==> src/rtl/usrt_pkg.sv <==
// rtl/usrt_pkg.sv - register offsets, STATUS/CTRL bit indices and FSM state types for apb_usrt_core.
// USRT_PARITY_EN adds the PARITY states to both FSMs.
package usrt_pkg;
  localparam logic [1:0] ADDR_DATA   = 2'd0;
  localparam logic [1:0] ADDR_STATUS = 2'd1;
  localparam logic [1:0] ADDR_CTRL   = 2'd2;
  localparam logic [1:0] ADDR_DIV    = 2'd3;

  localparam int ST_TX_EMPTY   = 0;
  localparam int ST_TX_FULL    = 1;
  localparam int ST_RX_EMPTY   = 2;
  localparam int ST_RX_FULL    = 3;
  localparam int ST_TX_OVF     = 4;
  localparam int ST_RX_OVF     = 5;
  localparam int ST_FRAME_ERR  = 6;
  localparam int ST_PARITY_ERR = 7;

  localparam int CTRL_EN     = 0;
  localparam int CTRL_LOOP   = 1;
  localparam int CTRL_PARITY = 2;

`ifdef USRT_PARITY_EN
  typedef enum logic [2:0] {TX_IDLE, TX_START, TX_DATA, TX_PARITY, TX_STOP} txState_t;
  typedef enum logic [1:0] {RX_IDLE, RX_DATA, RX_PARITY, RX_STOP} rxState_t;
`else
  typedef enum logic [1:0] {TX_IDLE, TX_START, TX_DATA, TX_STOP} txState_t;
  typedef enum logic [1:0] {RX_IDLE, RX_DATA, RX_STOP} rxState_t;
`endif
endpackage

==> src/rtl/usrt_fifo.sv <==
// rtl/usrt_fifo.sv - first-word-fall-through FIFO; a pop is applied before a push so a full FIFO
// accepts a simultaneous push and pop.
module usrt_fifo #(
  parameter int WIDTH = 8,
  parameter int DEPTH = 4
) (
  input  logic             clk,
  input  logic             rst,
  input  logic             push,
  input  logic [WIDTH-1:0] pushData,
  input  logic             pop,
  output logic [WIDTH-1:0] head,
  output logic             full,
  output logic             empty
);
  localparam int AW = $clog2(DEPTH);
  localparam logic [AW:0] FULL_CNT = DEPTH[AW:0];

  logic [WIDTH-1:0] mem [DEPTH];
  logic [AW-1:0]    wrPtr, rdPtr;
  logic [AW:0]      count;
  logic             doPush, doPop;

  assign full   = count == FULL_CNT;
  assign empty  = count == '0;
  assign doPop  = pop && !empty;
  assign doPush = push && (!full || doPop);
  assign head   = mem[rdPtr];

  always_ff @(posedge clk) begin
    if (doPush) mem[wrPtr] <= pushData;
  end

  always_ff @(posedge clk or posedge rst) begin
    if (rst) begin
      wrPtr <= '0;
      rdPtr <= '0;
      count <= '0;
    end else begin
      if (doPush) wrPtr <= wrPtr + 1'b1;
      if (doPop)  rdPtr <= rdPtr + 1'b1;
      case ({doPush, doPop})
        2'b10:   count <= count + 1'b1;
        2'b01:   count <= count - 1'b1;
        default: count <= count;
      endcase
    end
  end
endmodule

==> src/rtl/apb_usrt_core.sv <==
// rtl/apb_usrt_core.sv - APB slave USRT master: register file, baud generator, TX and RX FSMs.
// USRT_PARITY_EN enables the optional even-parity bit (CTRL bit2, STATUS bit7).
module apb_usrt_core #(
  parameter int DATA_W     = 8,
  parameter int FIFO_DEPTH = 4,
  parameter int DIV_RST    = 3,
  parameter int ADDR_W     = 8
) (
  input  logic              pClk,
  input  logic              pReset,
  input  logic              pSelect,
  input  logic              pEnable,
  input  logic              pWrite,
  input  logic [ADDR_W-1:0] pAddress,
  input  logic [7:0]        pWData,
  output logic [7:0]        pRData,
  output logic              pReady,
  output logic              sClk,
  output logic              sOut,
  input  logic              sIn
);
  import usrt_pkg::*;

  localparam int CW = $clog2(DATA_W);
  localparam logic [CW-1:0] LAST_BIT = CW'(DATA_W - 1);

  logic [1:0] addr;
  logic       wrEn, rdEn, unusedAddr;
  logic [2:0] ctrl;
  logic [7:0] divisor, divActive, baudCnt, w1c, status;
  logic       en, loopback, wrap, riseTick, fallTick, rxIn;
  logic       txOvf, rxOvf, frameErr, txOvfSet, rxOvfSet, frameSet, paritySet;

  logic [DATA_W-1:0] txHead, rxHead;
  logic txPushReq, txPop, txFull, txEmpty, rxPush, rxPop, rxFull, rxEmpty;

  txState_t txState, txNext;
  rxState_t rxState, rxNext;
  logic [CW-1:0]     txBit, txBitNext, rxBit, rxBitNext;
  logic [DATA_W-1:0] txShift, txShiftNext, rxShift, rxShiftNext;
  logic              sOutNext;

  assign addr       = pAddress[1:0];
  assign unusedAddr = ^pAddress[ADDR_W-1:2];
  assign wrEn       = pSelect && pEnable && pWrite;
  assign rdEn       = pSelect && pEnable && !pWrite;
  assign pReady     = 1'b1;
  assign en         = ctrl[CTRL_EN];
  assign loopback   = ctrl[CTRL_LOOP];
  assign rxIn       = loopback ? sOut : sIn;
  assign w1c        = (wrEn && addr == ADDR_STATUS) ? pWData : 8'h00;

  assign txPushReq = wrEn && addr == ADDR_DATA;
  assign rxPop     = rdEn && addr == ADDR_DATA && !rxEmpty;
  assign txOvfSet  = txPushReq && txFull && !txPop;
  assign rxOvfSet  = rxPush && rxFull && !rxPop;

  usrt_fifo #(.WIDTH(DATA_W), .DEPTH(FIFO_DEPTH)) txFifo (
    .clk(pClk), .rst(pReset), .push(txPushReq), .pushData(pWData[DATA_W-1:0]),
    .pop(txPop), .head(txHead), .full(txFull), .empty(txEmpty));

  usrt_fifo #(.WIDTH(DATA_W), .DEPTH(FIFO_DEPTH)) rxFifo (
    .clk(pClk), .rst(pReset), .push(rxPush), .pushData(rxShift),
    .pop(rxPop), .head(rxHead), .full(rxFull), .empty(rxEmpty));

`ifdef USRT_PARITY_EN
  logic parityEn, parityErr, txPar, txParNext, rxParBad, rxParBadNext;
  assign parityEn = ctrl[CTRL_PARITY];
  assign status = {parityErr, frameErr, rxOvf, txOvf, rxFull, rxEmpty, txFull, txEmpty};
`else
  assign status = {1'b0, frameErr, rxOvf, txOvf, rxFull, rxEmpty, txFull, txEmpty};
`endif

  always_comb begin
    pRData = '0;
    if (pSelect && !pWrite) begin
      case (addr)
        ADDR_DATA:   if (!rxEmpty) pRData[DATA_W-1:0] = rxHead;
        ADDR_STATUS: pRData = status;
        ADDR_CTRL:   pRData = {5'b0, ctrl};
        default:     pRData = divisor;
      endcase
    end
  end

  // Sticky flags: a set event in the same cycle as its W1C write wins.
  always_ff @(posedge pClk or posedge pReset) begin
    if (pReset) begin
      ctrl     <= '0;
      divisor  <= 8'(DIV_RST);
      txOvf    <= 1'b0;
      rxOvf    <= 1'b0;
      frameErr <= 1'b0;
`ifdef USRT_PARITY_EN
      parityErr <= 1'b0;
`endif
    end else begin
`ifdef USRT_PARITY_EN
      if (wrEn && addr == ADDR_CTRL) ctrl <= pWData[2:0];
      parityErr <= (parityErr & ~w1c[ST_PARITY_ERR]) | paritySet;
`else
      if (wrEn && addr == ADDR_CTRL) ctrl <= {1'b0, pWData[1:0]};
`endif
      if (wrEn && addr == ADDR_DIV) divisor <= pWData;
      txOvf    <= (txOvf & ~w1c[ST_TX_OVF]) | txOvfSet;
      rxOvf    <= (rxOvf & ~w1c[ST_RX_OVF]) | rxOvfSet;
      frameErr <= (frameErr & ~w1c[ST_FRAME_ERR]) | frameSet;
    end
  end

  // divActive latches DIVISOR only at a wrap (or while disabled) so a new value never cuts a half-period short.
  assign wrap     = en && baudCnt == divActive;
  assign riseTick = wrap && !sClk;
  assign fallTick = wrap && sClk;

  always_ff @(posedge pClk or posedge pReset) begin
    if (pReset) begin
      baudCnt   <= '0;
      sClk      <= 1'b0;
      divActive <= 8'(DIV_RST);
    end else if (!en) begin
      baudCnt   <= '0;
      sClk      <= 1'b0;
      divActive <= divisor;
    end else if (wrap) begin
      baudCnt   <= '0;
      sClk      <= ~sClk;
      divActive <= divisor;
    end else begin
      baudCnt <= baudCnt + 1'b1;
    end
  end

  always_comb begin
    txNext      = txState;
    txBitNext   = txBit;
    txShiftNext = txShift;
    sOutNext    = sOut;
    txPop       = 1'b0;
`ifdef USRT_PARITY_EN
    txParNext   = txPar;
`endif
    if (!en) begin
      txNext   = TX_IDLE;
      sOutNext = 1'b1;
    end else if (fallTick) begin
      case (txState)
        TX_START: begin
          sOutNext    = txShift[0];
          txShiftNext = txShift >> 1;
          txBitNext   = '0;
          txNext      = TX_DATA;
        end
        TX_DATA: begin
          if (txBit == LAST_BIT) begin
            sOutNext = 1'b1;
            txNext   = TX_STOP;
`ifdef USRT_PARITY_EN
            if (parityEn) begin
              sOutNext = txPar;
              txNext   = TX_PARITY;
            end
`endif
          end else begin
            sOutNext    = txShift[0];
            txShiftNext = txShift >> 1;
            txBitNext   = txBit + 1'b1;
          end
        end
`ifdef USRT_PARITY_EN
        TX_PARITY: begin
          sOutNext = 1'b1;
          txNext   = TX_STOP;
        end
`endif
        default: begin
          // IDLE and the end of STOP: a queued byte starts at once, so frames run back to back.
          sOutNext = 1'b1;
          txNext   = TX_IDLE;
          if (!txEmpty) begin
            txPop       = 1'b1;
            txShiftNext = txHead;
            sOutNext    = 1'b0;
            txNext      = TX_START;
`ifdef USRT_PARITY_EN
            txParNext   = ^txHead;
`endif
          end
        end
      endcase
    end
  end

  always_comb begin
    rxNext      = rxState;
    rxBitNext   = rxBit;
    rxShiftNext = rxShift;
    rxPush      = 1'b0;
    frameSet    = 1'b0;
    paritySet   = 1'b0;
`ifdef USRT_PARITY_EN
    rxParBadNext = rxParBad;
`endif
    if (!en) begin
      rxNext = RX_IDLE;
    end else if (riseTick) begin
      case (rxState)
        RX_IDLE: begin
          if (!rxIn) begin
            rxNext    = RX_DATA;
            rxBitNext = '0;
`ifdef USRT_PARITY_EN
            rxParBadNext = 1'b0;
`endif
          end
        end
        RX_DATA: begin
          rxShiftNext = {rxIn, rxShift[DATA_W-1:1]};
          rxBitNext   = rxBit + 1'b1;
          if (rxBit == LAST_BIT) begin
            rxNext = RX_STOP;
`ifdef USRT_PARITY_EN
            if (parityEn) rxNext = RX_PARITY;
`endif
          end
        end
`ifdef USRT_PARITY_EN
        RX_PARITY: begin
          rxParBadNext = rxIn ^ (^rxShift);
          rxNext       = RX_STOP;
        end
`endif
        default: begin
          rxNext   = RX_IDLE;
          frameSet = !rxIn;
`ifdef USRT_PARITY_EN
          paritySet = rxParBad;
          rxPush    = rxIn && !rxParBad;
`else
          rxPush    = rxIn;
`endif
        end
      endcase
    end
  end

  always_ff @(posedge pClk or posedge pReset) begin
    if (pReset) begin
      txState <= TX_IDLE;
      txBit   <= '0;
      txShift <= '0;
      sOut    <= 1'b1;
      rxState <= RX_IDLE;
      rxBit   <= '0;
      rxShift <= '0;
`ifdef USRT_PARITY_EN
      txPar    <= 1'b0;
      rxParBad <= 1'b0;
`endif
    end else begin
      txState <= txNext;
      txBit   <= txBitNext;
      txShift <= txShiftNext;
      sOut    <= sOutNext;
      rxState <= rxNext;
      rxBit   <= rxBitNext;
      rxShift <= rxShiftNext;
`ifdef USRT_PARITY_EN
      txPar    <= txParNext;
      rxParBad <= rxParBadNext;
`endif
    end
  end
endmodule

==> config.mk <==
export PLATFORM = sky130hd
export DESIGN_NAME = apb_usrt_core
export DESIGN_NICKNAME = d
export VERILOG_FILES = /design/src/rtl/usrt_pkg.sv /design/src/rtl/usrt_fifo.sv /design/src/rtl/apb_usrt_core.sv
export SDC_FILE = /design/constraint.sdc
export NUM_CORES = 1
export LEC_CHECK = 0
export ABC_AREA = 1
export BUFFER_PORTS_ARGS = -buffer_cell sky130_fd_sc_hd__clkbuf_2
export CORE_UTILIZATION = 45
export DETAILED_ROUTE_END_ITERATION = 7
export PLACE_DENSITY = 0.68
export SYNTH_ARGS = -nofsm -noshare
export SYNTH_HDL_FRONTEND = slang
export SYNTH_SLANG_ARGS = --single-unit
export TNS_END_PERCENT = 20
==> constraint.sdc <==
create_clock -name pClk -period 2.61 [get_ports pClk]
set_clock_uncertainty 0.05 [all_clocks]
set_input_delay 0.522 -clock pClk [delete_from_list [all_inputs] [get_ports pClk]]
set_output_delay 0.522 -clock pClk [all_outputs]
set_load 0.01 [all_outputs]
==> flow_metrics.py <==
metrics = {
    "detailed_routing": {
        "firstDrtPassIters": 5,
        "vias": 4553,
        "first_iter_violations": 419,
        "viasPerCell": 5.13,
        "drt-total-wl_um": 13200,
        "drt-wirelength-per-cell_um": 14.9,
        "ant_nets": 0,
        "drc": 0,
    },
    "cells_and_area": {
        "drive_above_1_share": 0.163,
        "final_nets": 739,
        "final_common_cell": "nand2_1",
        "num_antenna_cells": 0,
        "layout_common_cells": "176 x nand2_1, 65 x dfrtp_1, 64 x edfxtp_1",
        "fin_area_um2": 7350,
        "area_growth_syn_to_layout_pct": 17.6,
        "stdcell_count": 887,
        "post-route-util": 0.548,
    },
    "grt": {
        "grt-ovfl-total": 0,
        "grt_max_degree": 72,
        "antenna_found_initial": 0,
        "grt_pass1_vias": 4373,
        "track_usage": 0.201,
        "grt_pass1_wl_um": 21700,
    },
    "worst_setup_path": {
        "startpoint_type": "register",
        "criticalPathCategory": "reg -> reg",
        "critPathArrivalTime_ns": 2.87,
        "path_cells": "inv_1, nand2_1, nand2_1, nor2_1, nand2_1, nor2_4, nand4_1, nand2_2, nand2_4, ha_1, inv_1, fa_1, o21ai_0",
        "regToRegSetupSlack_ns": 0.03,
        "cpMostUsedCell": "nand2_1",
        "reg2regPathDepth": 13,
        "slowest_delay_ns": 0.53,
        "cp-end-kind": "register",
        "critPathSlowestCell": "dfstp_2",
        "crit_required_ns": 2.90,
        "worst-path-max-fanout": 7,
    },
    "synthesis": {
        "synth.distinct_cells": 40,
        "async_flop_share": 0.526,
        "syn_inst": 647,
        "ys_ff_latch": 135,
        "synth_ff_type": "dfrtp_1",
        "mappedNetlistArea_um2": 6250,
        "yosysSeqAreaShare": 0.593,
        "synth_edf_count": 64,
        "synth_fp_nets": 688,
        "synth_warnings": 0,
        "syn-mean-instance-area_um2": 9.66,
    },
    "outcome": {
        "outcome": "complete, no violations",
    },
    "sta": {
        "hold_ws_ns": 0.118,
        "finalSetupViolCount": 0,
        "slew_violations": 0,
        "period_needed_ns": 2.58,
        "worstMarginPinSlew_ns": 0.535,
        "max_freq_mhz": 387,
        "rsz0062_at_grt": "yes",
        "fin_tns_setup_ns": 0,
        "period_share": 0.990,
        "worst_slack_ns": 0.0266,
        "slew_headroom": 0.643,
        "finalHoldViolations": 0,
    },
    "clock_tree": {
        "cts_root_buf": "clkbuf_16",
        "clkSlewWorstSetupHoldPaths_ns": 0.06,
        "ctsHtreeMaxLevel": 4,
        "ctsHoldBuffers": 0,
        "cts_buffers": 17,
        "cts_tree": "built",
        "cts_buffer_depth": 2,
        "clock-sinks": 135,
        "clk_latency_ns": 0.42,
    },
    "floorplanning": {
        "core_area_um2": 13400,
        "die_y_um": 120,
        "start_util": 0.466,
        "fp-row-count": 42,
        "dieWidth_um": 120,
        "die_area_um2": 14400,
        "num_io_pins": 33,
    },
    "placement": {
        "dp_hpwl_um": 9160,
        "gp_congestion": 0.815,
        "dpl_cell_area_um2": 6690,
        "place_ws_ns": 0.0461,
        "placed_cells": 854,
        "port_buffers": 25,
    },
    "flow_run": {
        "maxCapViolations": 0,
    },
    "power_and_ir_drop": {
        "vdd_ir_drop_max_uv": 540,
        "power_density_nw_per_um2": 877,
        "leakage_nw": 3.25,
        "p_total_mw": 6.45,
    },
    "hold_path": {
        "min_path_type": "in -> async",
    },
}
path summary, 6_finish.rpt:
| path | from | endpoint |
|---|---|---|
| max | divActive[0] | txFifo.count[1] |
| min | pReset | baudCnt[1] |
| max reg2reg | divActive[0] | txFifo.count[1] |
| min reg2reg | txShift[3] | txShift[3] |
| max in group asynchronous | pReset | divisor[1] |
| min in group pClk | pWData[4] | txFifo.mem[1][4] |
critical path, delay by kind of cell, from the launching register on:
| kind | cells | cell delay [ns] |
|---|---|---|
| compound gates | 1 | 0.15 |
| flops | 1 | 0.53 |
| buf+inv | 2 | 0.14 |
| fa+ha+maj | 2 | 0.60 |
| simple gates | 8 | 1.04 |
routing by layer:
| metal | global-route usage | vias to the layer above | part of all wire |
|---|---|---|---|
| met5 | 0 | - | 0 |
| met2 | 0.310 | 111 | 0.46 |
| met1 | 0.269 | 2172 | 0.47 |
| met4 | 0.0953 | 0 | 0.026 |
| met3 | 0.0452 | 29 | 0.045 |
| li1 | - | 2241 | - |
Yosys cell counts (2+ instances only):
| cell | instances | area, um^2 |
|---|---|---|
| a21oi_1 | 12 | 60.1 |
| nand3_1 | 41 | 205 |
| a31oi_1 | 12 | 75.1 |
| nand4_1 | 5 | 31.3 |
| buf_2 | 8 | 40.0 |
| dfrtp_1 | 66 | 1650 |
| ha_1 | 17 | 213 |
| clkbuf_1 | 7 | 26.3 |
| o21ai_1 | 8 | 40.0 |
| o22ai_1 | 6 | 37.5 |
| buf_6 | 2 | 22.5 |
| inv_1 | 66 | 248 |
| xnor2_1 | 2 | 17.5 |
| xor2_1 | 6 | 52.6 |
| nand2_2 | 4 | 25.0 |
| nor2_1 | 41 | 154 |
| dfstp_2 | 5 | 131 |
| a22o_1 | 7 | 61.3 |
| mux2_2 | 3 | 33.8 |
| nor2_2 | 4 | 25.0 |
| nor2_4 | 3 | 33.8 |
| inv_2 | 5 | 18.8 |
| edfxtp_1 | 64 | 1920 |
| a31o_2 | 2 | 17.5 |
| nand2_1 | 176 | 661 |
| nand2_4 | 2 | 22.5 |
| o21ai_0 | 49 | 245 |
| nor3_1 | 8 | 40.0 |
| fa_1 | 2 | 40.0 |
| clkinv_1 | 4 | 15.0 |
kinds of logic (layout without fill, tap and decap cells):
group	Yosys count	after routing	share of synthesized area
AND/OR/NAND/NOR	287	287	0.197
flip-flops	135	135	0.593
AO/OA/AOI/OAI	100	100	0.0911
buffers and inverters	94	158	0.0611
adder cells (fa/ha/maj)	19	19	0.0405
XOR/XNOR	8	8	0.0112
multiplexers	3	3	0.00541
other	1	1	0.000600
cell type report:
type                       count  area [um^2]
fill                        1144         6050
timing repair buffer          51          333
clock inverter                14          181
inverter                      75          288
sequential                   135         3710
multi-input combinational    418         2180
clock buffer                  18          439
tap                          176          220
registers in the layout, summed over array words and instances, names as in the netlist, 8 cells and up:
register / count
rxFifo.mem: 32
divisor: 8
txShift: 8
txFifo.mem: 32
divActive: 8
baudCnt: 8
rxShift: 8
power by group:
part,switching (mW),internal (mW),leakage [nW]
logic,0.810,0.452,1.46
registers,0.221,2.48,1.50
clock network,0.876,1.61,0.294
repair_timing:
item | 4_1_cts | 5_1_grt
endpoints found under the setup margin | 3 | 11
endpoints found under the hold margin | 0 | 0
pin swaps | 0 | 3
resized for setup | 1 | 8
setup buffers | 0 | 1
(Power assumes the default switching activity.)
